--- config.mk ---
export PLATFORM = sky130hd
export DESIGN_NAME = mem_wb_skid_stage
export DESIGN_NICKNAME = d
export VERILOG_FILES = /design/src/rtl/mem_wb_skid_stage.sv
export SDC_FILE = /design/constraint.sdc
export NUM_CORES = 1
export LEC_CHECK = 0
export ABC_AREA = 1
export ABC_CLOCK_PERIOD_IN_PS = 7280
export CORE_MARGIN = 3
export CORE_UTILIZATION = 40
export CTS_BUF_LIST = sky130_fd_sc_hd__clkbuf_4 sky130_fd_sc_hd__clkbuf_8
export DETAILED_ROUTE_END_ITERATION = 12
export PLACE_DENSITY = 0.75
export SETUP_SLACK_MARGIN = 0.2
export SLEW_MARGIN = 0
export SYNTH_ARGS = -nofsm -noshare
export SYNTH_HDL_FRONTEND = slang
export SYNTH_SLANG_ARGS = --single-unit
--- constraint.sdc ---
create_clock -name clk -period 7.28 [get_ports clk]
set_clock_uncertainty 0.15 [all_clocks]
set_input_delay 1.456 -clock clk [delete_from_list [all_inputs] [get_ports clk]]
set_output_delay 1.456 -clock clk [all_outputs]
set_load 0.05 [all_outputs]
--- src/rtl/mem_wb_skid_stage.sv ---
// MEM->WB pipeline stage with a registered in_ready and a two-entry skid buffer.
// The write-back value is selected when an entry is captured; the stage also counts stalled cycles.
//
// state | meaning
// EMPTY | no entry held, outputs idle
// BUSY  | MAIN holds the head entry, SKID empty
// FULL  | MAIN and SKID both hold entries, in_ready low
module mem_wb_skid_stage #(
  parameter int DATA_W = 32,
  parameter int DEST_W = 4,
  parameter int CTRL_W = 2,
  parameter int CNT_W  = 16
) (
  input  logic              clk,
  input  logic              rst,
  input  logic              flush,
  input  logic              in_valid,
  output logic              in_ready,
  input  logic              in_wb_en,
  input  logic              in_mem_r_en,
  input  logic [DATA_W-1:0] in_alu_res,
  input  logic [DATA_W-1:0] in_mem_data,
  input  logic [DEST_W-1:0] in_dest,
  input  logic [CTRL_W-1:0] in_ctrl,
  output logic              out_valid,
  input  logic              out_ready,
  output logic              out_wb_en,
  output logic [DATA_W-1:0] out_wb_value,
  output logic [DEST_W-1:0] out_dest,
  output logic [CTRL_W-1:0] out_ctrl,
  output logic [CNT_W-1:0]  stall_cnt
);

  typedef enum logic [1:0] {EMPTY, BUSY, FULL} state_t;

  state_t            state;
  logic              skid_wb_en;
  logic [DATA_W-1:0] skid_value;
  logic [DEST_W-1:0] skid_dest;
  logic [CTRL_W-1:0] skid_ctrl;

  logic              accept;
  logic              drain;
  logic [DATA_W-1:0] sel;

  assign accept = in_valid & in_ready;
  assign drain  = out_valid & out_ready;
  assign sel    = in_mem_r_en ? in_mem_data : in_alu_res;

  // The MAIN entry is the output register set itself; out_wb_en is cleared whenever MAIN empties.
  always_ff @(posedge clk or posedge rst) begin
    if (rst) begin
      state        <= EMPTY;
      in_ready     <= 1'b1;
      out_valid    <= 1'b0;
      out_wb_en    <= 1'b0;
      out_wb_value <= '0;
      out_dest     <= '0;
      out_ctrl     <= '0;
      skid_wb_en   <= 1'b0;
      skid_value   <= '0;
      skid_dest    <= '0;
      skid_ctrl    <= '0;
    end else if (flush) begin
      state      <= EMPTY;
      in_ready   <= 1'b1;
      out_valid  <= 1'b0;
      out_wb_en  <= 1'b0;
      skid_wb_en <= 1'b0;
    end else begin
      case (state)
        EMPTY: begin
          if (accept) begin
            state        <= BUSY;
            out_valid    <= 1'b1;
            out_wb_en    <= in_wb_en;
            out_wb_value <= sel;
            out_dest     <= in_dest;
            out_ctrl     <= in_ctrl;
          end
        end
        BUSY: begin
          if (accept && !drain) begin
            state      <= FULL;
            in_ready   <= 1'b0;
            skid_wb_en <= in_wb_en;
            skid_value <= sel;
            skid_dest  <= in_dest;
            skid_ctrl  <= in_ctrl;
          end else if (accept && drain) begin
            out_wb_en    <= in_wb_en;
            out_wb_value <= sel;
            out_dest     <= in_dest;
            out_ctrl     <= in_ctrl;
          end else if (drain) begin
            state     <= EMPTY;
            out_valid <= 1'b0;
            out_wb_en <= 1'b0;
          end
        end
        FULL: begin
          if (drain) begin
            state        <= BUSY;
            in_ready     <= 1'b1;
            out_wb_en    <= skid_wb_en;
            out_wb_value <= skid_value;
            out_dest     <= skid_dest;
            out_ctrl     <= skid_ctrl;
            skid_wb_en   <= 1'b0;
          end
        end
        default: begin
          state     <= EMPTY;
          in_ready  <= 1'b1;
          out_valid <= 1'b0;
          out_wb_en <= 1'b0;
        end
      endcase
    end
  end

  // Stalls are counted even in flush cycles; only rst clears the counter.
  always_ff @(posedge clk or posedge rst) begin
    if (rst) begin
      stall_cnt <= '0;
    end else if (in_valid && !in_ready && (stall_cnt != {CNT_W{1'b1}})) begin
      stall_cnt <= stall_cnt + {{(CNT_W-1){1'b0}}, 1'b1};
    end
  end

endmodule

Word level (Yosys, flattened, before mapping)
Index checks and enable logic that the tools add are counted.
{"block": "classes", "eq_ne": 18, "reduce_logical": 16, "bitwise": 3, "add_sub_neg": 1, "n_mux": 42, "n_div": 0, "magnitude_cmp": 0, "n_mul": 0, "shifts": 0}
{"cell": "$mux W32", "n": 5}
{"cell": "$pmux W32 S3", "n": 1}
{"cell": "$mux W2", "n": 10}
{"cell": "$ne A3 B3 Y1 const B", "n": 6}
{"cell": "$add A16 B1 Y16 const B", "n": 1}
{"cell": "$mux W4", "n": 4}
{"cell": "$ne A16 B16 Y1 const B", "n": 1}
{"cell": "$mux W1", "n": 15}
{"cell": "$ne A2 B2 Y1 const B", "n": 6}
{"cell": "$ne A4 B4 Y1 const B", "n": 3}
{"cell": "$pmux W2 S3", "n": 2}
{"cell": "$pmux W4 S3", "n": 1}
{"cell": "$pmux W1 S3", "n": 3}
{"cell": "$reduce_and A3 Y1", "n": 3}
{"cell": "$reduce_and A4 Y1", "n": 2}
{"cell": "$reduce_and A6 Y1", "n": 1}
{"cell": "$reduce_bool A3 Y1", "n": 2}
{"cell": "$reduce_and A5 Y1", "n": 1}
{"cell": "$logic_and A1 B1 Y1", "n": 4}
{"cell": "$and A1 B1 Y1", "n": 2}
{"cell": "$eq A2 B1 Y1 const B", "n": 1}
{"cell": "$eq A2 B2 Y1 const B", "n": 1}
{"cell": "$logic_not A1 Y1", "n": 2}
{"cell": "$logic_not A2 Y1", "n": 1}
{"cell": "other kinds (2)", "n": 2}
{"block": "totals", "wordCells": 92, "inputBits": 77, "latchBits": 0, "ram_bits": 0, "n_memories": 0, "ff_bits": 98, "mem_bits_ro": 0, "output_inout_bits": 57}

Depth between registers and ports, before layout
{"block": "depth", "word_depth": 6, "depth_mapped": 10, "mapped_depth_nobuf": 8}

Worst setup path after synthesis
Ideal clock, no wire load.
{"block": "synth_path", "path_kind": "input port to flip-flop", "start": "in out_ready", "end": "reg out_wb_value[10]", "slack_ns": 4.689, "cell_stages": 9, "arrival_ns": 2.374, "setup_time_ns": 0.067, "cell_sequence": "nand2_1 nor2_2 nor2_2 buf_4 nor2_2 buf_6 buf_6 nand2_1 nand2_1"}
{"block": "synth_between", "elab_chain_cells": 5, "elab_cells_between_ends": 8, "cone_classes": "eq/ne (3); bitwise (1); reduce/logical (4)"}
{"element": "start, declared", "line_no": "26", "rtl": "input logic out_ready,"}
{"element": "$and A1 B1 Y1 *", "line_no": "47", "rtl": "assign drain = out_valid & out_ready;"}
{"element": "$logic_not A1 Y1", "line_no": "83", "rtl": "if (accept && !drain) begin"}
{"element": "$logic_and A1 B1 Y1", "line_no": "83"}
{"element": "$ne A2 B2 Y1 (no source line)"}
{"element": "$reduce_and A6 Y1 (no source line) *"}
{"element": "end signal, assigned", "line_no": "77", "rtl": "out_wb_value <= sel;"}
{"element": "end signal, assigned", "line_no": "92", "rtl": "out_wb_value <= sel;"}
{"element": "end signal, assigned", "line_no": "106", "rtl": "out_wb_value <= skid_value;"}
{"element": "end, declared", "line_no": "28", "rtl": "output logic [DATA_W-1:0] out_wb_value,"}
Every way passes the cells marked *; elsewhere a longest branch is shown, timed or not.
A chain may end at the register's enable or synchronous reset.

Worst setup path in the final report
{"block": "layout_path", "start": "in flush", "end": "reg out_wb_value[9]"}
{"block": "layout_between", "elab_chain_cells": 2}
{"element": "start, declared", "line_no": "16", "rtl": "input logic flush,"}
{"element": "$not A1 Y1 (no source line)"}
{"element": "$reduce_and A6 Y1 (no source line)"}
Every way passes these cells.

==> results.toml <==
[run_status]
status = "finished clean"

[critical_path]
timing.critical_path.slowest_stage_cell = "nor2_2"
reg2reg_to = "out_wb_value[9]$_DFFE_PP0P_"
worstPathArrival_ns = 4.07
cp.required_ns = 7.44
timing.rr.start = "state[0]$_DFFE_PP0P_"
rr_worst_depth = 6
cp_max_fo = 39
path_cells = "clkdlybuf4s50_1 > a21oi_1 > nand3_2 > nor2_2 > buf_4 > nand2_1 > nand2_1"
worstSetupEndpointType = "flop"
slowest_delay_ns = 0.69
ff2ff_setup_slack_ns = 4.43
cpMostUsedCell = "nand2_1"
crit_type = "primary input to flop"
start_kind = "primary input"

[pwr]
ir_drop_uv = 194.7
p_leak_nw = 3.222
power.density_mw_per_mm2 = 365.2

[die]
start_util_pct = 41.14
dieArea_sq_mm = 0.01444
core_area_sq_mm = 0.01267
ios = 134
num_rows = 41
die-height_um = 120.2
die_w_um = 120.2

[global_routing]
grt_max_degree = 77
grt_antenna_before_repair = 0
grt_use_total_pct = 18.10
grt_pass1_vias = 4382
overflow = 0
grt_pass1_wl_mm = 21.01

[sta]
post-route-min-period_ns = 3.913
setup_slack_ns = 3.367
setup_viol = 0
tightest_slew_ns = 1.078
slew_headroom_pct = 28.04
tns_ns = 0
drv_slew = 0
hold_violations = 0
finalCritPeriodShare_pct = 53.75
rsz0062_at_grt = "no"
fmax_mhz = 255.6

[synthesis]
ys_ff_latch = 98
synth_top_cell_by_area = "dfrtp_1"
synth.avg_cell_area_sq_um = 7.250
synthDistinctLibCells = 29
syn-num-nets = 797
yosysTopAreaCellShare_pct = 46.57
ys_warn_count = 0
synth-seq-area-share_pct = 47.07
syn_area_sq_mm = 0.005212
syn_inst = 719
synthTopCellsByArea = "dfrtp_1 47%, nand2_1 20%, o21ai_0 13%, inv_1 6.0%, buf_6 1.9%"

[layout]
final_cell_mix = "276 x nand2_1, 137 x o21ai_0, 132 x clkdlybuf4s50_1"
layout_commonest_cell = "nand2_1"
seq_area_sq_mm = 0.002454
multi_input_area_sq_mm = 0.002192
finalNetCount = 907
drive_gt1_share_pct = 4.916
diodes = 0
syn_to_final_growth_pct = 29.91
fillerInstances = 1231

[cts]
cts_htree_levels = 3
cts_tree = "built"
numCtsBuffers = 9
insertion_delay_ns = 0.37
hold_buffers = 0
cts_sinks = 98
clkTransAtPathRegs_ns = 0.09
cts-root-buf = "clkbuf_8"
clockBufferDepth = 2
cts_setup_buffers = 0
cts-resized-gates = 0

[drt]
first_pass_iters = 5
avgRoutedWirePerCell_um = 12.63
drc = 0
drtAntennaViolNets = 0
routed_wl_mm = 12.71
dr_total_vias = 4696
drt-initial-drc-count = 306
vias_per_cell = 4.668

[place]
hpwl_mm = 8.840
gp_congestion = 0.9467
numPortBuffers = 133
dp_slack_ns = 2.971

[worst_hold_path]
worst_hold_path.num_cells = 2
hp-class = "flop to flop"
min_to = "out_wb_en$_DFFE_PP0P_"
hold_start = "out_wb_en$_DFFE_PP0P_"

[job]
drv_cap = 0
[where the power goes]
group | switching [mW] | internal [mW] | leakage (nW) | total [mW]
Combinational | 0.816 | 0.375 | 1.87 | 1.19
Sequential | 0.118 | 0.768 | 1.24 | 0.886
Clock | 0.190 | 0.206 | 0.113 | 0.396
[synthesized netlist by cell type (all sizes together)]
master,instances
o22ai,1
a21oi,2
dfrtp,97
buf,21
xor2,1
nor3,1
dfstp,1
nand4,6
ha,1
o21ai,156
nand3b,1
clkbuf,16
xnor2,6
o211ai,1
inv,89
nand2,280
nor2,27
nand3,12
[flip-flops by register name (all words and copies together) (netlist names)]
name,flops
skid_wb_en,1
skid_value,32
in_ready,1
skid_ctrl,2
out_wb_en,1
state,2
out_dest,4
stall_cnt,16
out_ctrl,2
out_wb_value,32
skid_dest,4
out_valid,1
[per-layer routing]
layer  vias to the layer above  global-route usage, %  share of wire, %  wire (um)
li1                       2458                      -                 -          -
met1                      2115                  24.48                46       5891
met2                       117                  28.77                47       5966
met3                         6                  4.760               5.9        745
met4                         0                  5.154              0.79        101
met5                         -                      0                 0          0
[worst max path at each step]
stage                     start                            to  slack (ns)
after CTS                 flush   out_wb_value[9]$_DFFE_PP0P_        3.37
after detailed placement  flush  out_wb_value[24]$_DFFE_PP0P_        2.97
after floorplan             rst       out_ctrl[0]$_DFFE_PP0P_        3.11
after global placement    flush  out_wb_value[16]$_DFFE_PP0P_        3.07
after global routing      flush  out_wb_value[15]$_DFFE_PP0P_        3.11
final                     flush   out_wb_value[9]$_DFFE_PP0P_        3.37
[metrics by stage]
stage          hold WS, ns  util, %  cell area, sq um  cells  power, mW
2_1_floorplan       0.3034        -              5213    719      1.708
3_3_place_gp        0.3188    51.68              6549    990      2.073
3_5_place_dp        0.3315    51.68              6549    990      2.096
4_1_cts             0.3498    53.44              6771   1006      2.496
5_1_grt             0.3940    53.44              6771   1006      2.646
6_report            0.3495    53.44              6771   1006      2.473
[critical path, delay by kind of cell]
family / cells / cell delay, ns
AOI/OAI and AO/OA: 1 / 0.25
buffers and inverters: 2 / 0.87
and+or+nand+nor: 4 / 1.45
[area by class of cell]
| type | count | area share, % |
|---|---|---|
| Sequential cell | 98 | 36.23 |
| Inverter | 89 | 5.007 |
| Timing Repair Buffer | 136 | 19.92 |
| Tap cell | 172 | 3.178 |
| Multi-Input combinational cell | 495 | 32.37 |
| Clock buffer | 11 | 2.143 |
| Clock inverter | 5 | 1.146 |
[logic make-up after synthesis]
family	after synthesis	synth area share (%)
simple gates	327	24.99
compound gates	160	15.65
buf+inv	126	10.87
flops	98	47.07
xor+xnor	7	1.176
fa+ha+maj	1	0.2400
Power figures use the tool's default switching activity.
